File: config.mk
export PLATFORM = sky130hd
export DESIGN_NAME = pwm_seq
export DESIGN_NICKNAME = d
export VERILOG_FILES = /design/src/rtl/pwm_seq.sv
export SDC_FILE = /design/constraint.sdc
export NUM_CORES = 1
export LEC_CHECK = 0
export CAP_MARGIN = 20
export CELL_PAD_IN_SITES_DETAIL_PLACEMENT = 1
export CELL_PAD_IN_SITES_GLOBAL_PLACEMENT = 1
export CORE_UTILIZATION = 45
export CTS_CLUSTER_SIZE = 12
export DETAILED_ROUTE_END_ITERATION = 10
export GPL_ROUTABILITY_DRIVEN = 0
export GPL_TIMING_DRIVEN = 0
export PLACE_DENSITY = 0.85
export SYNTH_ARGS = -nofsm -noshare
export SYNTH_HDL_FRONTEND = slang
export SYNTH_SLANG_ARGS = --single-unit
export TNS_END_PERCENT = 30
File: constraint.sdc
create_clock -name apb_pclk -period 10.7 [get_ports apb_pclk]
set_input_delay 2.14 -clock apb_pclk [delete_from_list [all_inputs] [get_ports apb_pclk]]
set_output_delay 2.14 -clock apb_pclk [all_outputs]
set_load 0.1 [all_outputs]
File: src/rtl/pwm_seq.sv
// rtl/pwm_seq.sv - APB-configured duty-cycle sequencer driving a PWM peripheral over APB
//
// Purpose: holds a table of PWM compare values and, once enabled, programs the
// PWM's DIV, COMP and STATE registers through a dedicated APB master port,
// stepping COMP through the table at a programmable interval (one-shot or loop).
//
// Ports:
//   apb_pclk, apb_prstn          clock, asynchronous active-low reset
//   apb_psel/penable/pwrite      slave control (no wait states)
//   apb_paddr, apb_pwdata        slave address (decode on [7:0]) and write data
//   apb_prdata                   slave read data, 0 outside a read strobe
//   m_psel/m_penable/m_pwrite    master control towards the PWM (m_pwrite tied 1)
//   m_paddr, m_pwdata            master address (PWM_BASE + offset) and write data
//   irq                          level interrupt, DONE & IE
module pwm_seq #(
  parameter int unsigned DEPTH    = 8,
  parameter logic [31:0] PWM_BASE = 32'h0
) (
  input  logic        apb_pclk,
  input  logic        apb_prstn,
  input  logic        apb_psel,
  input  logic [31:0] apb_paddr,
  input  logic        apb_penable,
  input  logic        apb_pwrite,
  input  logic [31:0] apb_pwdata,
  output logic [31:0] apb_prdata,
  output logic        m_psel,
  output logic        m_penable,
  output logic        m_pwrite,
  output logic [31:0] m_paddr,
  output logic [31:0] m_pwdata,
  output logic        irq
);

  localparam int         IW     = (DEPTH > 1) ? $clog2(DEPTH) : 1;
  localparam logic [4:0] DEPTH5 = 5'(DEPTH);

  typedef enum logic [2:0] {
    S_IDLE,
    S_W_DIV,
    S_W_COMP,
    S_W_START,
    S_WAIT,
    S_W_STOP
  } state_e;

  // Configuration registers
  logic        en_q, loop_q, ie_q;
  logic [31:0] div_q;
  logic [31:0] ival_q;
  logic [4:0]  len_q;
  logic [31:0] tbl_q [DEPTH];

  // Sequencer state
  state_e      state_q, state_d;
  logic        phase_q, phase_d;   // 0 = SETUP, 1 = ACCESS
  logic [3:0]  idx_q, idx_d;
  logic        done_q, done_d;
  logic        first_q, first_d;   // still on the first pass (START not yet written)
  logic        abort_q, abort_d;   // stop was caused by EN clear, so DONE stays 0
  logic [31:0] cnt_q, cnt_d;
  logic [31:0] hold_q;             // master write data captured at SETUP

  // Slave decode
  logic          wr_stb, rd_stb, start;
  logic [7:0]    off;
  logic          tbl_hit;
  logic [IW-1:0] tbl_idx;
  logic          unused_paddr;

  assign off          = apb_paddr[7:0];
  assign unused_paddr = ^apb_paddr[31:8];
  assign wr_stb       = apb_psel & apb_penable & apb_pwrite;
  assign rd_stb       = apb_psel & apb_penable & ~apb_pwrite;
  assign start        = wr_stb && (off == 8'h00) && apb_pwdata[0];
  // Table window 0x40..0x7C, word aligned, index below DEPTH
  assign tbl_hit      = (off[7:6] == 2'b01) && (off[1:0] == 2'b00) &&
                        ({1'b0, off[5:2]} < DEPTH5);
  assign tbl_idx      = off[IW+1:2];

  // Register file
  always_ff @(posedge apb_pclk or negedge apb_prstn) begin
    if (!apb_prstn) begin
      en_q   <= 1'b0;
      loop_q <= 1'b0;
      ie_q   <= 1'b0;
      div_q  <= '0;
      ival_q <= '0;
      len_q  <= '0;
      for (int i = 0; i < int'(DEPTH); i++) tbl_q[i] <= '0;
    end else if (wr_stb) begin
      case (off)
        8'h00: begin
          en_q   <= apb_pwdata[0];
          loop_q <= apb_pwdata[1];
          ie_q   <= apb_pwdata[2];
        end
        8'h04:   div_q  <= apb_pwdata;
        8'h08:   ival_q <= apb_pwdata;
        8'h0C:   len_q  <= apb_pwdata[4:0];
        default: if (tbl_hit) tbl_q[tbl_idx] <= apb_pwdata;
      endcase
    end
  end

  // Read mux
  logic busy;
  assign busy = (state_q != S_IDLE);

  always_comb begin
    apb_prdata = '0;
    if (rd_stb) begin
      case (off)
        8'h00:   apb_prdata = {29'b0, ie_q, loop_q, en_q};
        8'h04:   apb_prdata = div_q;
        8'h08:   apb_prdata = ival_q;
        8'h0C:   apb_prdata = {27'b0, len_q};
        8'h10:   apb_prdata = {20'b0, idx_q, 6'b0, done_q, busy};
        default: if (tbl_hit) apb_prdata = tbl_q[tbl_idx];
      endcase
    end
  end

  // Effective interval/length: 0 means 1, LEN clamps to the table size
  logic [31:0] ival_m1;
  logic [4:0]  len_eff;
  logic        last_idx;
  assign ival_m1  = (ival_q == 32'd0) ? 32'd0 : ival_q - 32'd1;
  assign len_eff  = (len_q == 5'd0) ? 5'd1 : ((len_q > DEPTH5) ? DEPTH5 : len_q);
  assign last_idx = (({1'b0, idx_q} + 5'd1) >= len_eff);

  // Master transfer content for the current write state
  logic        in_xfer;
  logic [7:0]  xfer_off;
  logic [31:0] xfer_data;

  always_comb begin
    in_xfer   = 1'b0;
    xfer_off  = 8'h00;
    xfer_data = '0;
    case (state_q)
      S_W_DIV: begin
        in_xfer   = 1'b1;
        xfer_off  = 8'h30;
        xfer_data = div_q;
      end
      S_W_COMP: begin
        in_xfer   = 1'b1;
        xfer_off  = 8'h34;
        xfer_data = tbl_q[idx_q[IW-1:0]];
      end
      S_W_START: begin
        in_xfer   = 1'b1;
        xfer_off  = 8'h38;
        xfer_data = 32'd1;
      end
      S_W_STOP: begin
        in_xfer   = 1'b1;
        xfer_off  = 8'h38;
        xfer_data = 32'd0;
      end
      default: ;
    endcase
  end

  // SETUP drives the live value; ACCESS replays the captured one so a
  // register write landing during SETUP cannot change data mid-transfer.
  assign m_psel    = in_xfer;
  assign m_penable = in_xfer & phase_q;
  assign m_pwrite  = 1'b1;
  assign m_paddr   = in_xfer ? (PWM_BASE + {24'b0, xfer_off}) : 32'd0;
  assign m_pwdata  = in_xfer ? (phase_q ? hold_q : xfer_data) : 32'd0;
  assign irq       = done_q & ie_q;

  // Next-state logic
  always_comb begin
    state_d = state_q;
    phase_d = phase_q;
    idx_d   = idx_q;
    done_d  = done_q;
    first_d = first_q;
    abort_d = abort_q;
    cnt_d   = cnt_q;

    if (start) done_d = 1'b0;

    case (state_q)
      S_IDLE: begin
        if (start) begin
          state_d = S_W_DIV;
          phase_d = 1'b0;
          idx_d   = 4'd0;
          first_d = 1'b1;
          abort_d = 1'b0;
        end
      end
      S_W_DIV, S_W_COMP, S_W_START: begin
        if (!phase_q) begin
          phase_d = 1'b1;
        end else begin
          phase_d = 1'b0;
          if (!en_q) begin
            state_d = S_W_STOP;
            abort_d = 1'b1;
          end else if (state_q == S_W_DIV) begin
            state_d = S_W_COMP;
          end else if (state_q == S_W_COMP && first_q) begin
            state_d = S_W_START;
            first_d = 1'b0;
          end else begin
            state_d = S_WAIT;
            cnt_d   = 32'd0;
          end
        end
      end
      S_WAIT: begin
        if (!en_q) begin
          state_d = S_W_STOP;
          phase_d = 1'b0;
          abort_d = 1'b1;
        end else if (cnt_q >= ival_m1) begin
          phase_d = 1'b0;
          if (!last_idx) begin
            idx_d   = idx_q + 4'd1;
            state_d = S_W_COMP;
          end else if (loop_q) begin
            idx_d   = 4'd0;
            state_d = S_W_COMP;
          end else begin
            state_d = S_W_STOP;
          end
        end else begin
          cnt_d = cnt_q + 32'd1;
        end
      end
      S_W_STOP: begin
        if (!phase_q) begin
          phase_d = 1'b1;
        end else begin
          phase_d = 1'b0;
          state_d = S_IDLE;
          if (!abort_q) done_d = 1'b1;
        end
      end
      default: begin
        state_d = S_IDLE;
        phase_d = 1'b0;
      end
    endcase
  end

  always_ff @(posedge apb_pclk or negedge apb_prstn) begin
    if (!apb_prstn) begin
      state_q <= S_IDLE;
      phase_q <= 1'b0;
      idx_q   <= 4'd0;
      done_q  <= 1'b0;
      first_q <= 1'b0;
      abort_q <= 1'b0;
      cnt_q   <= '0;
      hold_q  <= '0;
    end else begin
      state_q <= state_d;
      phase_q <= phase_d;
      idx_q   <= idx_d;
      done_q  <= done_d;
      first_q <= first_d;
      abort_q <= abort_d;
      cnt_q   <= cnt_d;
      if (in_xfer && !phase_q) hold_q <= xfer_data;
    end
  end

endmodule

* After elaboration in Yosys (flattened, before gate mapping)
Index checks and enable logic that the tools add are counted.
** Operators by class
- Add/subtract/negate cells :: 4
- Order comparisons :: 7
- Equal/unequal tests :: 22
- Muxes and demuxes :: 63
- Bitwise operators :: 9
- Reduce and logical (&&, ||, !) cells :: 33
** Operators with widths (count)
- $mux 32 :: 16
- $bwmux 256 :: 1
- $bmux 32 s3 :: 2
- $pmux 32 s5 :: 1
- $demux 32 s3 :: 1
- $pmux 32 s3 :: 1
- $pmux 32 s2 :: 1
- $add 32x1->32 const B :: 1
- $ge 32x32->1 :: 1
- $logic_not 32->1 :: 1
- $sub 32x1->32 const B :: 1
- $mux 3 :: 10
- $mux 4 :: 5
- $ne 2x2->1 const B :: 10
- $pmux 6 s3 :: 1
- $eq 8x4->1 const B :: 2
- $mux 1 :: 16
- $pmux 3 s4 :: 1
- $mux 5 :: 2
- $reduce_and 2->1 :: 5
- $eq 8x3->1 const B :: 1
- $eq 8x5->1 const B :: 1
- $ge 4x4->1 const B :: 2
- $logic_not 8->1 :: 1
- 33 further kinds :: 54
** Word-level totals
- Register bits :: 403
- Input port bits :: 69

* Logic depth before layout (Yosys ltp)
- Word-level depth :: 8
- Gate-level depth with buffers :: 18

* Least setup slack after synthesis
OpenSTA, ideal clock, no wires.
- Path kind :: in2out
- From :: input port apb_paddr[5]
- To :: output port apb_prdata[8]
- Data arrival time :: 5.933 ns
- Data required time :: 8.560 ns
- Setup slack :: 2.627 ns
- Cell stages on the path :: 8
- Path buffers :: 3
- Cells stage by stage :: or4_1 buf_2 or3_1 buf_2 nor2_1 buf_2 a22oi_1 a211oi_1
** On the way
- Cells in the longest elaborated chain, start to end :: 5
** RTL lines
- start, declared :: RTL line 22 : input logic [31:0] apb_paddr,
- $lt 4x4->1 :: RTL line 78 : ({1'b0, off[5:2]} < DEPTH5);
- $logic_and 1x1->1 :: RTL line 77 : assign tbl_hit = (off[7:6] == 2'b01) && (off[1:0] == 2'b00) &&
- $mux 32 :: RTL line 119 : default: if (tbl_hit) apb_prdata = tbl_q[tbl_idx];
- $pmux 32 s5 * :: RTL line 113 : case (off)
- $mux 32 * :: RTL line 112 : if (rd_stb) begin
- end, declared :: RTL line 26 : output logic [31:0] apb_prdata,
Every way passes the cells marked *; elsewhere a longest branch is shown, timed or not.

* Worst setup path after layout
- From :: input port apb_paddr[3]
- To :: output port apb_prdata[30]
** On the way
- Cells in the longest elaborated chain, start to end :: 7
** RTL lines (RTL line)
- $not 3->4 (implied by the code) :: 119
- $bmux 32 s3 :: 119
- $mux 32 (implied by the code) (2 in series) :: 119
- $mux 32 :: 119
- $pmux 32 s5 * :: 113
- $mux 32 * :: 112
Every way passes the cells marked *; elsewhere a longest branch is shown, timed or not. The select of a mux whose other input is x is not followed.

==> metrics.txt <==
reg-to-reg critical path startpoint=ival_q[13]$_DFFE_PN0P_; Critical Path Source Type=input pin; Compound-Gate Fraction of Synth Area=9.28%; count of cells along the worst hold path=1; Num CTS Buffers=46; DRT antenna net count=0; CTS max path bufs=3; power density normalized to cell area=150 mW/mm^2; Finished Core Util=~53%; post-synthesis simple-gate area fraction=under 10%; max_slew headroom=a little over a fifth; highest clock frequency the design can meet=0.111 GHz; post-synthesis sequential element count=between 400 and 500; area post-placement=around 0.025 mm^2; Die Y-Extent=228 um; main combinational cell family by area after synthesis=multiplexers; I/O pin count=169; Reg area=0.0101 mm^2; crit path from=apb_paddr[3]; worst path bufs/invs=4; starting utilization of the core area=roughly 46%; Non-Filler Cell Area, Final=between 0.02 and 0.03 mm^2; leakage power total=between 10 and 15 nW; Critical Path RT=around 8.6 ns; min-delay worst type=register to register; area taken by multi-input logic gates=roughly 0.012 mm^2; final worst path period need=8.99 ns; Primary FF master, synth=sky130_fd_sc_hd__dfrtp_1; sinks on the clock net=403; Clock Root Buffer=sky130_fd_sc_hd__clkbuf_16; number of different library cells in the post-synthesis netlist=64; Register-to-Register Setup Slack=between 4 and 5 ns; Netlist Area Pre-Place=0.0229 mm^2; post-cts sizing count=0; total via count after detailed routing=about 18k; share of synthesized registers carrying an async set or reset=100%; clock slew seen by the registers of the worst setup and hold paths=about 0.060 ns; die width=about 230 um; Warnings, synthesis=0; Post-CTS Setup Bufs=0; HPWL reported at the end of detailed placement=around 53,000 um; number of placed cells counting well taps=approximately 2.7k; count of final max-slew check failures=0; critical-path cell list=clkdlybuf4s50_1 > clkbuf_1 > clkbuf_1 > mux4_2 > mux2_2 > a222oi_1 > nor2_1 > clkdlybuf4s50_1; Port Buffer Count=just under 90; Avg Vias per Cell=6.55; cell type contributing the most total cell area after synthesis=sky130_fd_sc_hd__dfrtp_1; First DRT Iteration DRCs=2,028; total core area=~0.05 mm^2; via count of the first global-routing pass=approximately 20k; proportion of netlist area held by the largest area contributor=between 40% and 50%; type of the setup path with the least slack=input pin to output port; Max Clock Skew=approximately 0.041 ns; latest clock arrival within the worst-skew pair=about 0.62 ns; DIE AREA=around 0.052 mm^2; Tightest Pin Transition=around 1.2 ns; RSZ-0062 raised after global routing=no; 1st-pass router iterations=6; final sum of negative setup slack=0 ns; Final Net Count=2,175; mean instance size in the synthesized netlist=around 12 um^2; period utilization=between 80% and 90%; final-layout worst hold slack=0.476 ns; portion of the post-synthesis area used by sequential elements=between 40% and 50%; final setup fails=0; number of endpoints with negative hold slack in the final report=0; Congestion Overflow GR=0; first-pass GRT wire length=122,000 um; Row Count=82; Hold-fix buffers, CTS=0; count of flip-flops with a built-in enable after synthesis=0; adder-cell area share of the yosys netlist=2.24%; maximum number of pins on one net before global-route repair=125; outcome=finished, final reports clean; cell count after synthesis=around 1.9k; capturing element of the worst setup path=apb_prdata[30]; count of filler cells inserted in the layout=around 5.1k; fraction of final layout cells with drive strength greater than 1=between 20% and 30%; initial antenna violation count=3; H-Tree Depth=2; routed length per instance=29.8 um; Max FO, Critical Path=10; most area-consuming cells after synthesis=sky130_fd_sc_hd__dfrtp_1 44%, sky130_fd_sc_hd__mux2_2 17%, sky130_fd_sc_hd__mux4_2 9.7%; layout overhead on the synthesized area=15.1%; crit path DAT=roughly 7 ns; area share of xor/xnor cells in the synthesized design=1.07%; largest voltage drop on the vdd net=roughly 0.11 mV; portion of netlist area occupied by mux cells=a little under a third; Remaining DRCs=0; Stages on worst setup path=8; category of the worst setup path capture point=output port; total wire length=a little over 80,000 um; crit-path max cell delay=1.00 ns; max-capacitance violation count=0; Finished Layout Cells=~2.8k; number of cells traversed by the worst register-to-register path=16; cell family contributing the most delay on the critical path=buffers and inverters; critical register-to-register path endpoint=hold_q[8]$_DFFE_PN0P_; TritonCTS clock tree=built; Global Route Usage Sum=between 30% and 40%; cell type of the slowest stage on the worst timing path=sky130_fd_sc_hd__clkdlybuf4s50_1
where the power goes:
group | internal [mW] | total [mW] | switching, mW
sequential | 1.55 | 1.58 | 0.0264
combinational | 0.188 | 0.749 | 0.561
clock | 0.950 | 1.64 | 0.686
area by class of cell:
cell class	count	area share, %
Tap cell	672	3.19
Multi-Input combinational cell	1311	45.4
Sequential cell	403	38.2
Clock inverter	12	0.536
Inverter	17	0.242
Clock buffer	67	5.16
Buffer	193	3.46
Antenna cell	1	0.00948
Timing Repair Buffer	93	3.84
registers in the layout, summed over array words and instances (netlist names), 3 cells and up:
signal   flops
ival_q      32
idx_q        4
len_q        5
div_q       32
cnt_q       32
state_q      3
hold_q      32
tbl_q      256
synth_stat cells (17+ instances only):
library cell	count
sky130_fd_sc_hd__a222oi_1	23
sky130_fd_sc_hd__o211ai_1	32
sky130_fd_sc_hd__nand3_1	35
sky130_fd_sc_hd__mux2_4	30
sky130_fd_sc_hd__nor3_1	17
sky130_fd_sc_hd__mux2_2	336
sky130_fd_sc_hd__a21o_1	70
sky130_fd_sc_hd__a22oi_1	38
sky130_fd_sc_hd__buf_1	43
sky130_fd_sc_hd__nor2_1	87
sky130_fd_sc_hd__inv_1	17
sky130_fd_sc_hd__ha_1	41
sky130_fd_sc_hd__dfrtp_1	403
sky130_fd_sc_hd__buf_4	30
sky130_fd_sc_hd__nand2_1	133
sky130_fd_sc_hd__o21ai_0	23
sky130_fd_sc_hd__clkbuf_1	74
sky130_fd_sc_hd__a21oi_1	83
sky130_fd_sc_hd__mux4_2	99
sky130_fd_sc_hd__buf_2	43
sky130_fd_sc_hd__mux2i_1	79
per-layer routing:
metal / global-route usage (%) / routed length [um] / vias to the layer above
li1: - / - / 7310
met3: 5.85 / 6770 / 310
met5: 0 / 40 / -
met4: 17.4 / 4630 / 4
met2: 50.8 / 40400 / 1117
met1: 37.8 / 30700 / 9397
cells in the final DEF, fill, tap and decap left out, types with 32 or more instances in the layout:
master | Yosys | final
sky130_fd_sc_hd__clkdlybuf4s50_1 | 0 | 86
sky130_fd_sc_hd__mux2_2 | 336 | 336
sky130_fd_sc_hd__clkbuf_1 | 74 | 83
sky130_fd_sc_hd__dfrtp_1 | 403 | 403
sky130_fd_sc_hd__o211ai_1 | 32 | 32
sky130_fd_sc_hd__buf_1 | 43 | 43
sky130_fd_sc_hd__ha_1 | 41 | 41
sky130_fd_sc_hd__clkbuf_16 | 0 | 47
sky130_fd_sc_hd__nand2_1 | 133 | 133
sky130_fd_sc_hd__mux4_2 | 99 | 99
sky130_fd_sc_hd__a21o_1 | 70 | 70
sky130_fd_sc_hd__mux2i_1 | 79 | 79
sky130_fd_sc_hd__nor2_1 | 87 | 87
sky130_fd_sc_hd__nand3_1 | 35 | 35
sky130_fd_sc_hd__a22oi_1 | 38 | 38
sky130_fd_sc_hd__buf_2 | 43 | 43
sky130_fd_sc_hd__a21oi_1 | 83 | 83
how the worst min path moves through the flow:
stage,slack (ns),from,to
after floorplan,0.45,hold_q[10]$_DFFE_PN0P_,hold_q[10]$_DFFE_PN0P_
after global placement,0.46,hold_q[31]$_DFFE_PN0P_,hold_q[31]$_DFFE_PN0P_
after detailed placement,0.47,hold_q[29]$_DFFE_PN0P_,hold_q[29]$_DFFE_PN0P_
after global routing,0.49,hold_q[18]$_DFFE_PN0P_,hold_q[18]$_DFFE_PN0P_
after CTS,0.48,hold_q[29]$_DFFE_PN0P_,hold_q[29]$_DFFE_PN0P_
final,0.48,hold_q[29]$_DFFE_PN0P_,hold_q[29]$_DFFE_PN0P_
worst reg2reg max path, delay by kind of cell (launching register included):
family,cells,cell delay (ns)
buf+inv,1,0.49
simple gates,10,3.03
xor+xnor,1,0.17
compound gates,3,1.46
flops,1,0.58
fa+ha+maj,1,0.33
cells by family after synthesis:
logic type	Yosys count
AOI/OAI and AO/OA	308
xor gates and xnor gates	28
adders and majority gates	41
buffers and inverters	210
DFF	403
muxes	544
other	2
and+or+nand+nor	360
stage by stage:
stage | total power, mW | worst slack, ns
floorplan | 2.07 | 2.63
global placement | 2.31 | -9.99
detailed placement | 2.34 | 1.92
CTS | 3.94 | 1.86
global route | 4.06 | 1.80
finish | 3.97 | 1.71
No activity file was read; power rests on OpenSTA's default activity.
